==> config.mk <==
export PLATFORM = sky130hd
export DESIGN_NAME = mux_bus_arbiter_flat
export DESIGN_NICKNAME = d
export VERILOG_FILES = /design/src/rtl/mux_bus_arbiter_if.sv /design/src/rtl/mux_bus_arbiter.sv /design/src/flat_wrapper.sv
export SDC_FILE = /design/constraint.sdc
export NUM_CORES = 1
export LEC_CHECK = 0
export CORE_MARGIN = 2
export CORE_UTILIZATION = 27
export CTS_CLUSTER_SIZE = 16
export DETAILED_ROUTE_END_ITERATION = 8
export PLACE_DENSITY = 0.82
export SYNTH_ARGS = -nofsm -noshare
export SYNTH_HDL_FRONTEND = slang
export SYNTH_SLANG_ARGS = --single-unit
export TNS_END_PERCENT = 100
==> constraint.sdc <==
create_clock -name clk -period 1.7 [get_ports clk]
set_input_delay 0.34 -clock clk [delete_from_list [all_inputs] [get_ports clk]]
set_output_delay 0.34 -clock clk [all_outputs]
set_load 0.05 [all_outputs]
==> src/rtl/mux_bus_arbiter_if.sv <==
// rtl/mux_bus_arbiter_if.sv - requester/downstream bus bundle for mux_bus_arbiter
interface mux_bus_arbiter_if #(
  parameter int BITS = 16
);
  logic            req0_valid;
  logic [BITS-1:0] req0_data;
  logic            req0_last;
  logic            req0_ready;
  logic            req1_valid;
  logic [BITS-1:0] req1_data;
  logic            req1_last;
  logic            req1_ready;
  logic            out_valid;
  logic [BITS-1:0] out_data;
  logic            out_last;
  logic            out_ready;
  logic            select;
  logic [1:0]      grant;
  logic            busy;

  // arbiter side
  modport master (
    input  req0_valid, req0_data, req0_last, req1_valid, req1_data, req1_last, out_ready,
    output req0_ready, req1_ready, out_valid, out_data, out_last, select, grant, busy
  );

  // requesters/downstream side
  modport slave (
    output req0_valid, req0_data, req0_last, req1_valid, req1_data, req1_last, out_ready,
    input  req0_ready, req1_ready, out_valid, out_data, out_last, select, grant, busy
  );
endinterface

==> src/rtl/mux_bus_arbiter.sv <==
// rtl/mux_bus_arbiter.sv - two-requester round-robin burst arbiter with data steering
// Optional stall-timeout grant revocation enabled by defining ARB_TIMEOUT_EN.
module mux_bus_arbiter #(
  parameter int BITS    = 16,
  parameter int TIMEOUT = 255,
  parameter int TO_W    = 8
) (
  input  logic            clk,
  input  logic            reset_n,
  mux_bus_arbiter_if.master bus
`ifdef ARB_TIMEOUT_EN
  ,
  output logic            timeout
`endif
);
  typedef enum logic [1:0] {IDLE = 2'd0, OWN0 = 2'd1, OWN1 = 2'd2} state_t;

  state_t state, state_nx;
  logic   last_owner, last_owner_nx;
  logic   cur_valid, cur_last, other_valid, owner;
  logic   xfer, to_hit;

  always_comb begin
    bus.out_valid  = 1'b0;
    bus.out_data   = '0;
    bus.out_last   = 1'b0;
    bus.req0_ready = 1'b0;
    bus.req1_ready = 1'b0;
    cur_valid      = 1'b0;
    cur_last       = 1'b0;
    other_valid    = 1'b0;
    owner          = 1'b0;
    case (state)
      OWN0: begin
        bus.out_valid  = bus.req0_valid;
        bus.out_data   = bus.req0_data;
        bus.out_last   = bus.req0_last;
        bus.req0_ready = bus.out_ready;
        cur_valid      = bus.req0_valid;
        cur_last       = bus.req0_last;
        other_valid    = bus.req1_valid;
        owner          = 1'b0;
      end
      OWN1: begin
        bus.out_valid  = bus.req1_valid;
        bus.out_data   = bus.req1_data;
        bus.out_last   = bus.req1_last;
        bus.req1_ready = bus.out_ready;
        cur_valid      = bus.req1_valid;
        cur_last       = bus.req1_last;
        other_valid    = bus.req0_valid;
        owner          = 1'b1;
      end
      default: ;
    endcase
  end

  assign xfer = cur_valid && bus.out_ready;

`ifdef ARB_TIMEOUT_EN
  logic [TO_W-1:0] stall_cnt;
  assign to_hit = (state != IDLE) && !xfer && (stall_cnt == TO_W'(TIMEOUT - 1));
`else
  assign to_hit = 1'b0;
`endif

  always_comb begin
    state_nx      = state;
    last_owner_nx = last_owner;
    case (state)
      IDLE: begin
        // last_owner resets to 1 so requester 0 wins the first tie
        if (bus.req0_valid && bus.req1_valid) state_nx = last_owner ? OWN0 : OWN1;
        else if (bus.req0_valid)              state_nx = OWN0;
        else if (bus.req1_valid)              state_nx = OWN1;
      end
      default: begin
        if (xfer && cur_last) begin
          last_owner_nx = owner;
          if (other_valid)    state_nx = owner ? OWN0 : OWN1;
          else if (cur_valid) state_nx = state;
          else                state_nx = IDLE;
        end else if (to_hit) begin
          last_owner_nx = owner;
          state_nx      = IDLE;
        end
      end
    endcase
  end

  always_ff @(posedge clk or negedge reset_n) begin
    if (!reset_n) begin
      state      <= IDLE;
      last_owner <= 1'b1;
      bus.grant  <= 2'b00;
      bus.select <= 1'b0;
      bus.busy   <= 1'b0;
`ifdef ARB_TIMEOUT_EN
      stall_cnt  <= '0;
      timeout    <= 1'b0;
`endif
    end else begin
      state      <= state_nx;
      last_owner <= last_owner_nx;
      bus.grant  <= {state_nx == OWN1, state_nx == OWN0};
      bus.select <= (state_nx == OWN1);
      bus.busy   <= (state_nx != IDLE);
`ifdef ARB_TIMEOUT_EN
      timeout    <= to_hit;
      if (state_nx != state || xfer || state == IDLE) stall_cnt <= '0;
      else                                            stall_cnt <= stall_cnt + 1'b1;
`endif
    end
  end
endmodule

==> src/flat_wrapper.sv <==
// flat-port wrapper written by rule: the top's interface ports become plain ports
module mux_bus_arbiter_flat 
#(
  parameter int BITS    = 16,
  parameter int TIMEOUT = 255,
  parameter int TO_W    = 8
)
  (clk, reset_n, bus_req0_valid, bus_req0_data, bus_req0_last, bus_req1_valid, bus_req1_data, bus_req1_last, bus_out_ready, bus_req0_ready, bus_req1_ready, bus_out_valid, bus_out_data, bus_out_last, bus_select, bus_grant, bus_busy);
  mux_bus_arbiter_if #(.BITS(BITS)) bus_i ();
  input  logic clk;
  input  logic reset_n;
  input wire logic [$bits(bus_i.req0_valid)-1:0] bus_req0_valid;
  input wire logic [$bits(bus_i.req0_data)-1:0] bus_req0_data;
  input wire logic [$bits(bus_i.req0_last)-1:0] bus_req0_last;
  input wire logic [$bits(bus_i.req1_valid)-1:0] bus_req1_valid;
  input wire logic [$bits(bus_i.req1_data)-1:0] bus_req1_data;
  input wire logic [$bits(bus_i.req1_last)-1:0] bus_req1_last;
  input wire logic [$bits(bus_i.out_ready)-1:0] bus_out_ready;
  output wire logic [$bits(bus_i.req0_ready)-1:0] bus_req0_ready;
  output wire logic [$bits(bus_i.req1_ready)-1:0] bus_req1_ready;
  output wire logic [$bits(bus_i.out_valid)-1:0] bus_out_valid;
  output wire logic [$bits(bus_i.out_data)-1:0] bus_out_data;
  output wire logic [$bits(bus_i.out_last)-1:0] bus_out_last;
  output wire logic [$bits(bus_i.select)-1:0] bus_select;
  output wire logic [$bits(bus_i.grant)-1:0] bus_grant;
  output wire logic [$bits(bus_i.busy)-1:0] bus_busy;
  assign bus_i.req0_valid = bus_req0_valid;
  assign bus_i.req0_data = bus_req0_data;
  assign bus_i.req0_last = bus_req0_last;
  assign bus_i.req1_valid = bus_req1_valid;
  assign bus_i.req1_data = bus_req1_data;
  assign bus_i.req1_last = bus_req1_last;
  assign bus_i.out_ready = bus_out_ready;
  assign bus_req0_ready = bus_i.req0_ready;
  assign bus_req1_ready = bus_i.req1_ready;
  assign bus_out_valid = bus_i.out_valid;
  assign bus_out_data = bus_i.out_data;
  assign bus_out_last = bus_i.out_last;
  assign bus_select = bus_i.select;
  assign bus_grant = bus_i.grant;
  assign bus_busy = bus_i.busy;
  mux_bus_arbiter #(.BITS(BITS), .TIMEOUT(TIMEOUT), .TO_W(TO_W)) u_core (.clk(clk), .reset_n(reset_n), .bus(bus_i));
endmodule
==> summary.md <==
| Metric | Value |
|---|---|
| P per Cell Area | `~2400 mW/mm^2` |
| Status | `finished with violations` |
| Worst-Margin Slew | `~290 ps` |
| Fin crit period | `roughly 2000 ps` |
| Largest net degree at the start of global routing | `8` |
| Seq/Total Area, Yosys | `0.2245` |
| Delay-heaviest family, CP | `buffers and inverters` |
| Hold_buf cts | `0` |
| Die H | `approximately 54 um` |
| Antenna fix cells | `0` |
| TritonCTS Sinks | `6` |
| Routing usage on met3 | `0.04444` |
| Max Cap Viol | `0` |
| Worst Hold Class | `input pin to async pin` |
| WP buf/inv | `4` |
| Fmax achieved | `around 0.51 GHz` |
| CTS tree | `built` |
| Synth warn | `0` |
| CP Launch Type | `flop` |
| Netlist cell types | `29` |
| Die outline width | `between 50 and 60 um` |
| Post-Syn Nets | `126` |
| Setup_tns | `-5127 ps` |
| Met1 Usage GRT | `0.2583` |
| Setup WS post-layout | `-278.0 ps` |
| Gpl congestion | `0.9320` |
| DRC viols | `0` |
| Worst EP required | `about 1400 ps` |
| Initial antenna violation count | `0` |
| Leak | `0.8516 nW` |
| Reg2Reg Depth | `10` |
| Slowest library cell on the worst path | `dfrtp_1` |
| Final cell count without fillers | `slightly below 200` |
| Total Routing Usage GR | `0.2632` |
| Post-route ant nets | `0` |
| Setup CP Type | `flop to primary output` |
| Worst hold slack | `between 300 and 400 ps` |
| Most used cell, CP | `buf_12` |
| Placed insts | `~180` |
| Ports | `63` |
| Relative slew margins | `0.8080` |
| Crit Path Max Fanout | `6` |
| Final Cell Area | `around 0.0021 mm^2` |
| Post-DP Area | `approximately 0.0017 mm^2` |
| Max Buffers Root-to-Sink | `2` |
| DRT Wirelength | `about 3600 um` |
| Number of global-route vias before repair | `1076` |
| Synth Cell Area | `674.4 um^2` |
| WP depth | `7` |
| Clock Latency Late Sink | `roughly 250 ps` |
| Async SR Flop Fraction | `1.000` |
| Clock skew | `5.395 ps` |
| First-pass GRT wire length | `between 5000 and 6000 um` |
| Number of CTS-inserted buffers | `3` |
| GR Overflow Total | `0` |
| Post-layout util | `0.8624` |
| Final Setup Violations | `26` |
| Post-detailed-route wirelength per cell | `roughly 18 um` |
| Post-synth EDFFs | `0` |
| Core area | `between 0.002 and 0.0025 mm^2` |
| Final Hold Viols | `0` |
| Failing checks | `setup timing` |
| Slew Viols, Final | `0` |
| Port Buffers | `62` |
| HPWL Detailed | `between 2000 and 2500 um` |
| First-pass DRT Iterations | `4` |
| # nets final | `approximately 210` |
| Global routing usage on met2 | `0.5224` |
| Syn Area/Cell | `approximately 8 um^2` |
| Cells after Synth | `83` |
| Clk root buf | `clkbuf_4` |
| RSZ-0062 raised after global routing | `true` |
| Routed vias | `about 1000` |
| Starting Density | `0.2799` |
| Vias per inst | `approximately 5.2` |
| Fillers | `roughly 110` |
| CP arrival | `1640 ps` |
| Primary FF master, synth | `dfrtp_1` |
| Die area | `approximately 0.0029 mm^2` |
| FF+latch count, synth | `6` |
| P&R area growth vs syn | `208.2%` |
| H-tree levels | `1` |
| DRT iter0 DRCs | `17` |
| Maximum vdd drop | `2039 uV` |
| Worst-path clk slew | `around 50 ps` |
| Crit end category | `primary output` |
| Worst-path cell chain | `buf_6 -> ha_4 -> buf_12 -> buf_16 -> a22oi_2 -> nor2b_4 -> buf_12` |
| Slowest stage delay, CP | `~400 ps` |
| Top Usage Layer GRT | `met2` |
| Share of layout cells above drive strength 1 | `0.6310` |
| Rows | `18` |
| Part of the cycle the worst path needs | `1.164` |
## repair_timing
action	4_1_cts	5_1_grt
resized for setup	33	9
setup endpoints to repair	22	26
pin swaps	23	11
buffers inserted	13	3
cloned	2	0
## layer usage
layer  up-vias  part of all wire  wire, um
met1       478              0.32      1151
met3        15             0.071       255
met2        59              0.57      2054
li1        473                 -         -
met4         0             0.042       150
met5         -                 0         0
## worst paths after layout
check	slack, ps	start	end
hold reg to reg	630	u_core.last_owner$_DFFE_PN1P_	u_core.last_owner$_DFFE_PN1P_
setup / recovery	-280	u_core.state[0]$_DFF_PN0_	bus_out_data[13]
max in group asynchronous	1110	reset_n	u_core.last_owner$_DFFE_PN1P_
hold / removal	320	reset_n	u_core.state[0]$_DFF_PN0_
setup reg to reg	-190	u_core.state[0]$_DFF_PN0_	u_core.bus.grant[0]$_DFF_PN0_
min in group clk	630	u_core.last_owner$_DFFE_PN1P_	u_core.last_owner$_DFFE_PN1P_
## cell usage after synthesis (2+ instances only)
master	n	share of area
dfrtp_1	5	0.19
nand2_1	7	0.039
ha_1	4	0.074
inv_1	3	0.017
buf_6	2	0.033
nor2b_1	16	0.15
a21oi_1	2	0.015
nor2_1	3	0.017
clkbuf_1	3	0.017
a22oi_1	17	0.19
and2_1	3	0.028
## worst reg2reg max path, stage by stage, from the launching register on
cell,delay (ps)
dfrtp_1,400
buf_6,130
ha_4,170
buf_6,130
buf_6,110
nand4_1,90
o211ai_2,140
and3_1,180
o31a_1,330
inv_2,60
nor2_1,40
## report_power, final
group / internal, mW / switching (mW) / total (mW)
logic: 2.44 / 2.18 / 4.62
registers: 0.214 / 0.0540 / 0.268
clock network: 0.0890 / 0.0536 / 0.143
## registers in the layout, summed over array words and instances, names as in the netlist
register	cells
u_core.bus.grant	2
u_core.state	2
u_core.bus.busy	1
u_core.last_owner	1
## through the flow
stage | setup slack, ps | power (mW)
after global placement | -118.9 | 3.946
after detailed placement | -191.9 | 4.009
after floorplan | -21.66 | 2.437
final | -278.0 | 5.031
after global routing | -338.5 | 5.250
after CTS | -206.5 | 4.835
## placed cells by master (no fill, tap or decap), types with 2 or more instances in the layout
cell type and instances:
nor2b_2 5, a21oi_1 2, nand2_2 2, dfrtp_1 4, clkbuf_4 3, buf_4 13, clkdlybuf4s50_1 38, nor2b_4 12
a22oi_2 18, nor2_1 3, ha_4 4, inv_2 3, and2_4 3, buf_12 24, nand2_1 5, buf_16 2
buf_6 10
## cell families (layout without fill, tap and decap cells)
kind of cell               count (synthesis)  count (layout)  share of synthesized area
muxes                                      1               1                    0.01670
adders and majority gates                  4               4                    0.07421
AOI/OAI and AO/OA                         27              27                     0.3080
DFF                                        6               6                     0.2245
buffers and inverters                     10              95                    0.08348
and+or+nand+nor                           35              35                     0.2932
## final cells by class
type	instances	area, um^2	share of cell area
Timing Repair Buffer	87	1126	0.5418
Inverter	4	17.52	0.008429
Tap cell	30	37.54	0.01806
Multi-Input combinational cell	67	718.2	0.3456
Clock buffer	4	26.28	0.01264
Sequential cell	6	152.6	0.07345
No activity file was read; power rests on OpenSTA's default activity.
